[config.mk]
export PLATFORM = sky130hd
export DESIGN_NAME = sdrc_arb2
export DESIGN_NICKNAME = d
export VERILOG_FILES = /design/src/rtl/sdrc_arb_pkg.sv /design/src/rtl/sdrc_arb_rr2.sv /design/src/rtl/sdrc_arb2.sv
export SDC_FILE = /design/constraint.sdc
export NUM_CORES = 1
export LEC_CHECK = 0
export BUFFER_PORTS_ARGS = -buffer_cell sky130_fd_sc_hd__buf_2
export CAP_MARGIN = 20
export CORE_AREA = 3 3 129 131
export DETAILED_ROUTE_END_ITERATION = 8
export DIE_AREA = 0 0 132 134
export PLACE_DENSITY_LB_ADDON = 0.15
export SLEW_MARGIN = 15
export SYNTH_ARGS = -nofsm -noshare
export SYNTH_HDL_FRONTEND = slang
export SYNTH_SLANG_ARGS = --single-unit
[constraint.sdc]
create_clock -name sdram_clk -period 2.3 [get_ports sdram_clk]
set_clock_uncertainty 0.1 [all_clocks]
set_input_delay 0.345 -clock sdram_clk [delete_from_list [all_inputs] [get_ports sdram_clk]]
set_output_delay 0.345 -clock sdram_clk [all_outputs]
set_load 0.03 [all_outputs]
[src/rtl/sdrc_arb_pkg.sv]
// rtl/sdrc_arb_pkg.sv - shared widths and FSM state type for the two-port SDRAM arbiter
package sdrc_arb_pkg;

    localparam int ARB_APP_AW = 26;
    localparam int ARB_DW     = 32;
    localparam int ARB_BL     = 9;
    localparam int ARB_TMO_W  = 10;

    typedef enum logic [1:0] {
        IDLE  = 2'd0,
        ISSUE = 2'd1,
        DATA  = 2'd2
    } arb_state_t;

endpackage

[src/rtl/sdrc_arb_rr2.sv]
// rtl/sdrc_arb_rr2.sv - two-way round-robin picker holding the last completed grant
module sdrc_arb_rr2 (
    input  logic i_clk,
    input  logic i_resetn,
    input  logic i_req0,
    input  logic i_req1,
    input  logic i_upd,
    input  logic i_upd_grant,
    output logic o_pick
);

    logic r_last_grant;

    // Resetting to 1 lets port 0 win the first contention.
    always_ff @(posedge i_clk) begin
        if (!i_resetn) begin
            r_last_grant <= 1'b1;
        end else if (i_upd) begin
            r_last_grant <= i_upd_grant;
        end
    end

    assign o_pick = (i_req0 && i_req1) ? ~r_last_grant : (i_req1 & ~i_req0);

endmodule

[src/rtl/sdrc_arb2.sv]
// rtl/sdrc_arb2.sv - two-port arbiter in front of an SDRAM controller application port
module sdrc_arb2 import sdrc_arb_pkg::*; #(
    parameter int APP_AW = ARB_APP_AW,
    parameter int DW     = ARB_DW,
    parameter int BL     = ARB_BL,
    parameter int TMO_W  = ARB_TMO_W
) (
    input  logic              sdram_clk,
    input  logic              sdram_resetn,
    input  logic              sdr_init_done,
    input  logic              p0_req,
    input  logic [APP_AW-1:0] p0_req_addr,
    input  logic [BL-1:0]     p0_req_len,
    input  logic              p0_req_wr_n,
    output logic              p0_req_ack,
    input  logic [DW-1:0]     p0_wr_data,
    input  logic [DW/8-1:0]   p0_wr_en_n,
    output logic              p0_wr_next_req,
    output logic              p0_rd_valid,
    output logic [DW-1:0]     p0_rd_data,
    output logic              p0_last,
    input  logic              p1_req,
    input  logic [APP_AW-1:0] p1_req_addr,
    input  logic [BL-1:0]     p1_req_len,
    input  logic              p1_req_wr_n,
    output logic              p1_req_ack,
    input  logic [DW-1:0]     p1_wr_data,
    input  logic [DW/8-1:0]   p1_wr_en_n,
    output logic              p1_wr_next_req,
    output logic              p1_rd_valid,
    output logic [DW-1:0]     p1_rd_data,
    output logic              p1_last,
    output logic              app_req,
    output logic [APP_AW-1:0] app_req_addr,
    output logic [BL-1:0]     app_req_len,
    output logic              app_req_wr_n,
    output logic [DW-1:0]     app_wr_data,
    output logic [DW/8-1:0]   app_wr_en_n,
    input  logic              app_req_ack,
    input  logic              app_wr_next_req,
    input  logic              app_rd_valid,
    input  logic [DW-1:0]     app_rd_data,
    input  logic              app_last_rd,
    input  logic              app_last_wr,
    output logic              busy,
    output logic              err_tmo
);

    localparam logic [TMO_W-1:0] WD_LAST = {{(TMO_W-1){1'b1}}, 1'b0};

    arb_state_t        r_state;
    arb_state_t        w_state_nxt;
    logic              r_grant;
    logic [APP_AW-1:0] r_addr;
    logic [BL-1:0]     r_len;
    logic              r_wr_n;
    logic [TMO_W-1:0]  r_wdog;
    logic              r_err_tmo;
    logic              w_pick;
    logic              w_load;
    logic              w_done;
    logic              w_tmo_hit;
    logic              w_in_data;
    logic              w_last;
    logic              w_g0;
    logic              w_g1;

    sdrc_arb_rr2 u_rr (
        .i_clk       (sdram_clk),
        .i_resetn    (sdram_resetn),
        .i_req0      (p0_req),
        .i_req1      (p1_req),
        .i_upd       (w_done),
        .i_upd_grant (r_grant),
        .o_pick      (w_pick)
    );

    assign w_in_data = (r_state == DATA);
    assign w_last    = w_in_data & (r_wr_n ? (app_last_rd & app_rd_valid) : app_last_wr);

    always_ff @(posedge sdram_clk) begin
        if (!sdram_resetn) begin
            r_state <= IDLE;
        end else begin
            r_state <= w_state_nxt;
        end
    end

    always_comb begin
        w_state_nxt = r_state;
        w_load      = 1'b0;
        w_done      = 1'b0;
        w_tmo_hit   = 1'b0;
        case (r_state)
            IDLE: begin
                if (sdr_init_done && (p0_req || p1_req)) begin
                    w_load      = 1'b1;
                    w_state_nxt = ISSUE;
                end
            end
            ISSUE: begin
                if (app_req_ack) begin
                    w_state_nxt = DATA;
                end
            end
            DATA: begin
                if (w_last) begin
                    w_done      = 1'b1;
                    w_state_nxt = IDLE;
                end else if (r_wdog == WD_LAST) begin
                    // The increment at this edge would reach the all-ones limit.
                    w_tmo_hit   = 1'b1;
                    w_state_nxt = IDLE;
                end
            end
            default: w_state_nxt = IDLE;
        endcase
    end

    always_ff @(posedge sdram_clk) begin
        if (!sdram_resetn) begin
            r_grant   <= 1'b0;
            r_addr    <= '0;
            r_len     <= '0;
            r_wr_n    <= 1'b0;
            r_wdog    <= '0;
            r_err_tmo <= 1'b0;
        end else begin
            if (w_load) begin
                r_grant <= w_pick;
                r_addr  <= w_pick ? p1_req_addr : p0_req_addr;
                r_len   <= w_pick ? p1_req_len  : p0_req_len;
                r_wr_n  <= w_pick ? p1_req_wr_n : p0_req_wr_n;
            end
            if (r_state == ISSUE) begin
                r_wdog <= '0;
            end else if (w_in_data && (r_wdog != '1)) begin
                r_wdog <= r_wdog + 1'b1;
            end
            if (w_tmo_hit) begin
                r_err_tmo <= 1'b1;
            end
        end
    end

    assign w_g0 = w_in_data & ~r_grant;
    assign w_g1 = w_in_data &  r_grant;

    assign app_req      = (r_state == ISSUE);
    assign app_req_addr = r_addr;
    assign app_req_len  = r_len;
    assign app_req_wr_n = r_wr_n;
    assign app_wr_data  = w_in_data ? (r_grant ? p1_wr_data : p0_wr_data) : '0;
    assign app_wr_en_n  = w_in_data ? (r_grant ? p1_wr_en_n : p0_wr_en_n) : '1;

    assign p0_req_ack     = app_req & ~r_grant & app_req_ack;
    assign p1_req_ack     = app_req &  r_grant & app_req_ack;
    assign p0_wr_next_req = w_g0 & app_wr_next_req;
    assign p1_wr_next_req = w_g1 & app_wr_next_req;
    assign p0_rd_valid    = w_g0 & app_rd_valid;
    assign p1_rd_valid    = w_g1 & app_rd_valid;
    assign p0_rd_data     = w_g0 ? app_rd_data : '0;
    assign p1_rd_data     = w_g1 ? app_rd_data : '0;
    assign p0_last        = w_g0 & w_last;
    assign p1_last        = w_g1 & w_last;

    assign busy    = (r_state != IDLE);
    assign err_tmo = r_err_tmo;

endmodule
== Word-level counts from Yosys, hierarchy flattened ==
Index checks and enable logic that the tools add are counted.
Operators by class
  add/sub/neg operators: 1
  eq/ne operators: 7
  multiplexer cells: 23
  bitwise gates (word level): 19
  reduce and logical (&&, ||, !) cells: 8
Operators by type and width (number)
  $mux 32: 4
  $mux 26: 1
  $and 1x1->1: 15
  $add 10x1->10 const B: 1
  $eq 10x10->1 const B: 1
  $mux 1: 10
  $ne 10x10->1 const B: 1
  $mux 9: 1
  $mux 2: 4
  $mux 4: 2
  $pmux 2 s3: 1
  $not 1->1: 4
  $logic_and 1x1->1: 3
  $ne 3x1->1 const B: 1
  $reduce_and 3->1: 1
  $eq 2x1->1 const B: 1
  $eq 2x2->1 const B: 1
  $logic_not 2->1: 1
  $ne 2x1->1 const B: 1
  $ne 2x2->1 const B: 1
  $reduce_bool 2->1: 1
  $reduce_or 2->1: 1
  $logic_or 1x1->1: 1
Word-level totals
  register bits: 51
  word-level logic and storage cells: 66

== Logic depth before layout (Yosys ltp) ==
  word-level depth: 5
  gate-level depth with buffers: 6

== Cells and area by module ==
A second synthesis with hierarchy kept.
Unflattened totals
  cell total of the unflattened synthesis: 412
  area, all modules: 3470.8 um^2
By module, submodules not included
  sdrc_arb2: instances 1, cells each 408, area an instance 3429.5 um^2, seq. area each 1001.0 um^2
  sdrc_arb_rr2: instances 1, cells each 4, area an instance 41.3 um^2, seq. area each 20.0 um^2

== Least setup slack after synthesis ==
No wires, ideal clock.
  path type: register to output
  start point: register r_grant
  end point: output p0_last
  arrival time: 1.446 ns
  data required time: 1.855 ns
  slack: 0.409 ns
  cell stages (with the launch flop): 5
  buffers on the path: 3
  path through: dfxtp_1 -> clkbuf_1 -> buf_2 -> clkbuf_1 -> nor3_1
On the way
  longest elaborated chain between the ends: 3
RTL lines
  from (decl): RTL line sdrc_arb2.sv:53  | logic r_grant;
  from (signal assigned): RTL line sdrc_arb2.sv:130  | r_grant <= w_pick;
  $not 1->1: RTL line sdrc_arb2.sv:146  | assign w_g0 = w_in_data & ~r_grant;
  $and 1x1->1: RTL line sdrc_arb2.sv:146
  $and 1x1->1: RTL line sdrc_arb2.sv:164  | assign p0_last = w_g0 & w_last;
  to (decl): RTL line sdrc_arb2.sv:21  | output logic p0_last,
No other way between the ends.

== Worst setup path in the final report ==
  start point: register r_grant
  end point: output app_wr_data[24]
On the way
  longest elaborated chain between the ends: 2
RTL lines
  $mux 32 (2 in series): RTL line sdrc_arb2.sv:153  | assign app_wr_data = w_in_data ? (r_grant ? p1_wr_data : p0_wr_data) : '0;
  to (decl): RTL line sdrc_arb2.sv:37  | output logic [DW-1:0] app_wr_data,
No other way between the ends.

==> results.yml <==
run_status:
  status: "complete, no violations"
grt:
  grt_start_max_net_pins: 74
  first_global_vias: 4184
  antenna_found_initial: 1
  overflow: 0
  grt_use_total_pct: 16.35
  grt_pass1_wl_um: 23400
die:
  fp.dieW_um: 132
  die_area_sq_mm: 0.01769
  initial_core_util_pct: 21.46
  rows: 46
  die_h_um: 134
  io_pins: 333
  core_area_sq_mm: 0.01571
synthesis:
  yosysUniqueCellTypes: 46
  synth_top_area_share_pct: 30.28
  syn_area_sq_mm: 0.003372
  synth_async_sr_flop_share_pct: 0
  synth_nets: 644
  synth.area.top_cells: "dfxtp_1 30%, mux2i_1 11%, nand2_1 9.4%"
  synth_cells: 456
  ys_seq_area_share_pct: 30.28
  synth_top_cell_by_area: "dfxtp_1"
  syn_avg_cell_area_sq_um: 7.395
  ys.flop_type: "dfxtp_1"
  synth-edff-count: 0
  synth_seq_cells: 51
  ys_warn_count: 0
worst_setup_path:
  cp_max_fo: 34
  reg2reg_depth: 4
  reg2reg_slack_ns: 0.39
  r2r-end: "r_grant"
  path_buf_inv: 2
  crit_type: "reg -> out"
  path_delay_family: "flip-flops"
  max_stage_delay_ns: 0.67
  r2r-start: "r_state[0]"
  required_ns: 1.86
  cp.arrival_ns: 1.73
  cp-end-kind: "output port"
  start_kind: "flop"
  cp_slowest_cell: "dfxtp_4"
  worstPathCellList: "buf_4 > mux2i_1 > nor2_1 > buf_2"
clocking:
  clk_latency_ns: 0.30
  postCtsSetupRepairBufs: 0
  cts_sinks: 51
  cts_resized: 0
  cts_max_level: 2
  cts_hold_buf: 0
  cts.path.max_buffers: 2
  cts_tree: "done"
  path_clk_slew_ns: 0.07
  root_buffer: "clkbuf_16"
  cts_made_buffers: 5
cells_and_area:
  final_common_cell: "buf_2"
  final_nets: 953
  multi_input_area_sq_mm: 0.002146
  num-fill-cells: 1723
  mostFrequentLayoutCells: "332 x buf_2, 84 x nand2_1, 50 x dfxtp_1"
  regArea_sq_mm: 0.001025
  area_growth_pct: 59.15
  layout-drive-gt1-share_pct: 47.39
min_path:
  whs_path_depth: 3
  hold_class: "in -> reg"
  hold_end: "app_req_addr[0]"
  worstHoldStart: "p1_req_addr[0]"
detailed_routing:
  drc_errors: 0
  vias_per_cell: 4.533
  drt-pass1-iter-count: 4
  drtAntennaViolNets: 0
  routedWlPerCell_um: 15.90
  num_vias: 4456
  first_iter_violations: 167
  drt-total-wl_um: 15630
power_and_ir_drop:
  ir_drop_mv: 0.5015
  total_power_mw: 2.541
  power_density_mw_per_mm2: 473.5
  leakage_nw: 2.939
sta:
  setup_viol: 0
  rsz0062_at_grt: "no"
  setup_tns_ns: 0
  hold_viol_final: 0
  min_period_ns: 2.179
  finalCritPeriodShare_pct: 94.76
  drv_slew: 0
  relSlewSlack_pct: 39.28
  fmax_mhz: 458.8
  worst_slew_pin_slew_ns: 0.9107
  fin_hold_ws_ns: 0.1954
placed_design:
  dp_hpwl_um: 12520
  place.gp.congestion: 0.8461
  io_buffers: 332
run:
  drv_cap: 0
worst min-delay path, delay by kind of cell:
kind                   cells  cell delay (ns)
AO/OA/AOI/OAI              1             0.07
buffers and inverters      1             0.09
AND/OR/NAND/NOR            1             0.05
kinds of logic (layout without fill, tap and decap cells):
logic type	count (synthesis)	after routing	synth area share, %
other cells	0	1	0
buf+inv	44	354	6.085
compound gates	92	92	16.96
fa+ha+maj	2	2	0.7420
simple gates	227	227	34.10
flops	51	51	30.28
xor+xnor	2	2	0.5196
mux	38	38	11.32
sequential cells by signal (all words and copies together) (netlist names):
register	count
app_req_addr	26
r_wdog	10
app_req_len	9
r_state	2
app_req_wr_n	1
err_tmo	1
r_grant	1
u_rr.r_last_grant	1
power by group:
part           switching (mW)  leakage (nW)  total (mW)  internal (mW)
clock                   0.351        0.0741       0.788          0.437
sequential             0.0482         0.420       0.994          0.946
combinational           0.469          2.45       0.759          0.290
total                   0.868          2.94        2.54           1.67
worst max-delay path by stage:
| stage | startpoint | endpoint | slack [ns] | depth (start not counted) |
|---|---|---|---|---|
| global route | r_grant | app_wr_data[22] | 0.03 | 4 |
| floorplan | r_grant | p0_last | 0.41 | 4 |
| global placement | sdr_init_done | r_grant | 0.35 | 5 |
| finish | r_grant | app_wr_data[24] | 0.12 | 4 |
| detailed placement | sdr_init_done | r_grant | 0.36 | 5 |
| CTS | r_grant | app_wr_data[13] | 0.11 | 4 |
cell usage after synthesis (all sizes together) (3+ instances only):
master / number
and3: 37
nand3: 7
and2: 36
nand4: 4
buf: 16
nor2: 41
nand2b: 3
clkbuf: 26
o21ai: 42
dfxtp: 51
a31oi: 38
nor2b: 4
mux2i: 37
o41ai: 3
nor3: 4
nand2: 84
area by class of cell:
cell class | instances | area share (%)
antenna | 1 | 0.04663
clock buffer | 7 | 2.658
clock inverter | 1 | 0.1632
inverter | 2 | 0.1399
multi-input combinational | 361 | 39.99
sequential | 51 | 19.10
tap | 216 | 5.036
timing repair buffer | 344 | 32.87
stage by stage:
step	utilization, %	cells	cell area [sq um]	setup slack [ns]
global route	34.15	983	5366	0.03098
detailed placement	33.17	974	5213	0.3571
floorplan	-	456	3372	0.4085
CTS	34.14	982	5364	0.1057
finish	34.15	983	5366	0.1206
global placement	33.17	974	5213	0.3530
routing by layer:
layer / part of all wire, % / vias up / global-route usage, %
li1: - / 2213 / -
met1: 41 / 2011 / 19.80
met2: 49 / 222 / 28.76
met3: 8.2 / 10 / 4.876
met4: 1.1 / 0 / 3.442
met5: 0 / - / 0
No activity file was read; power rests on OpenSTA's default activity.
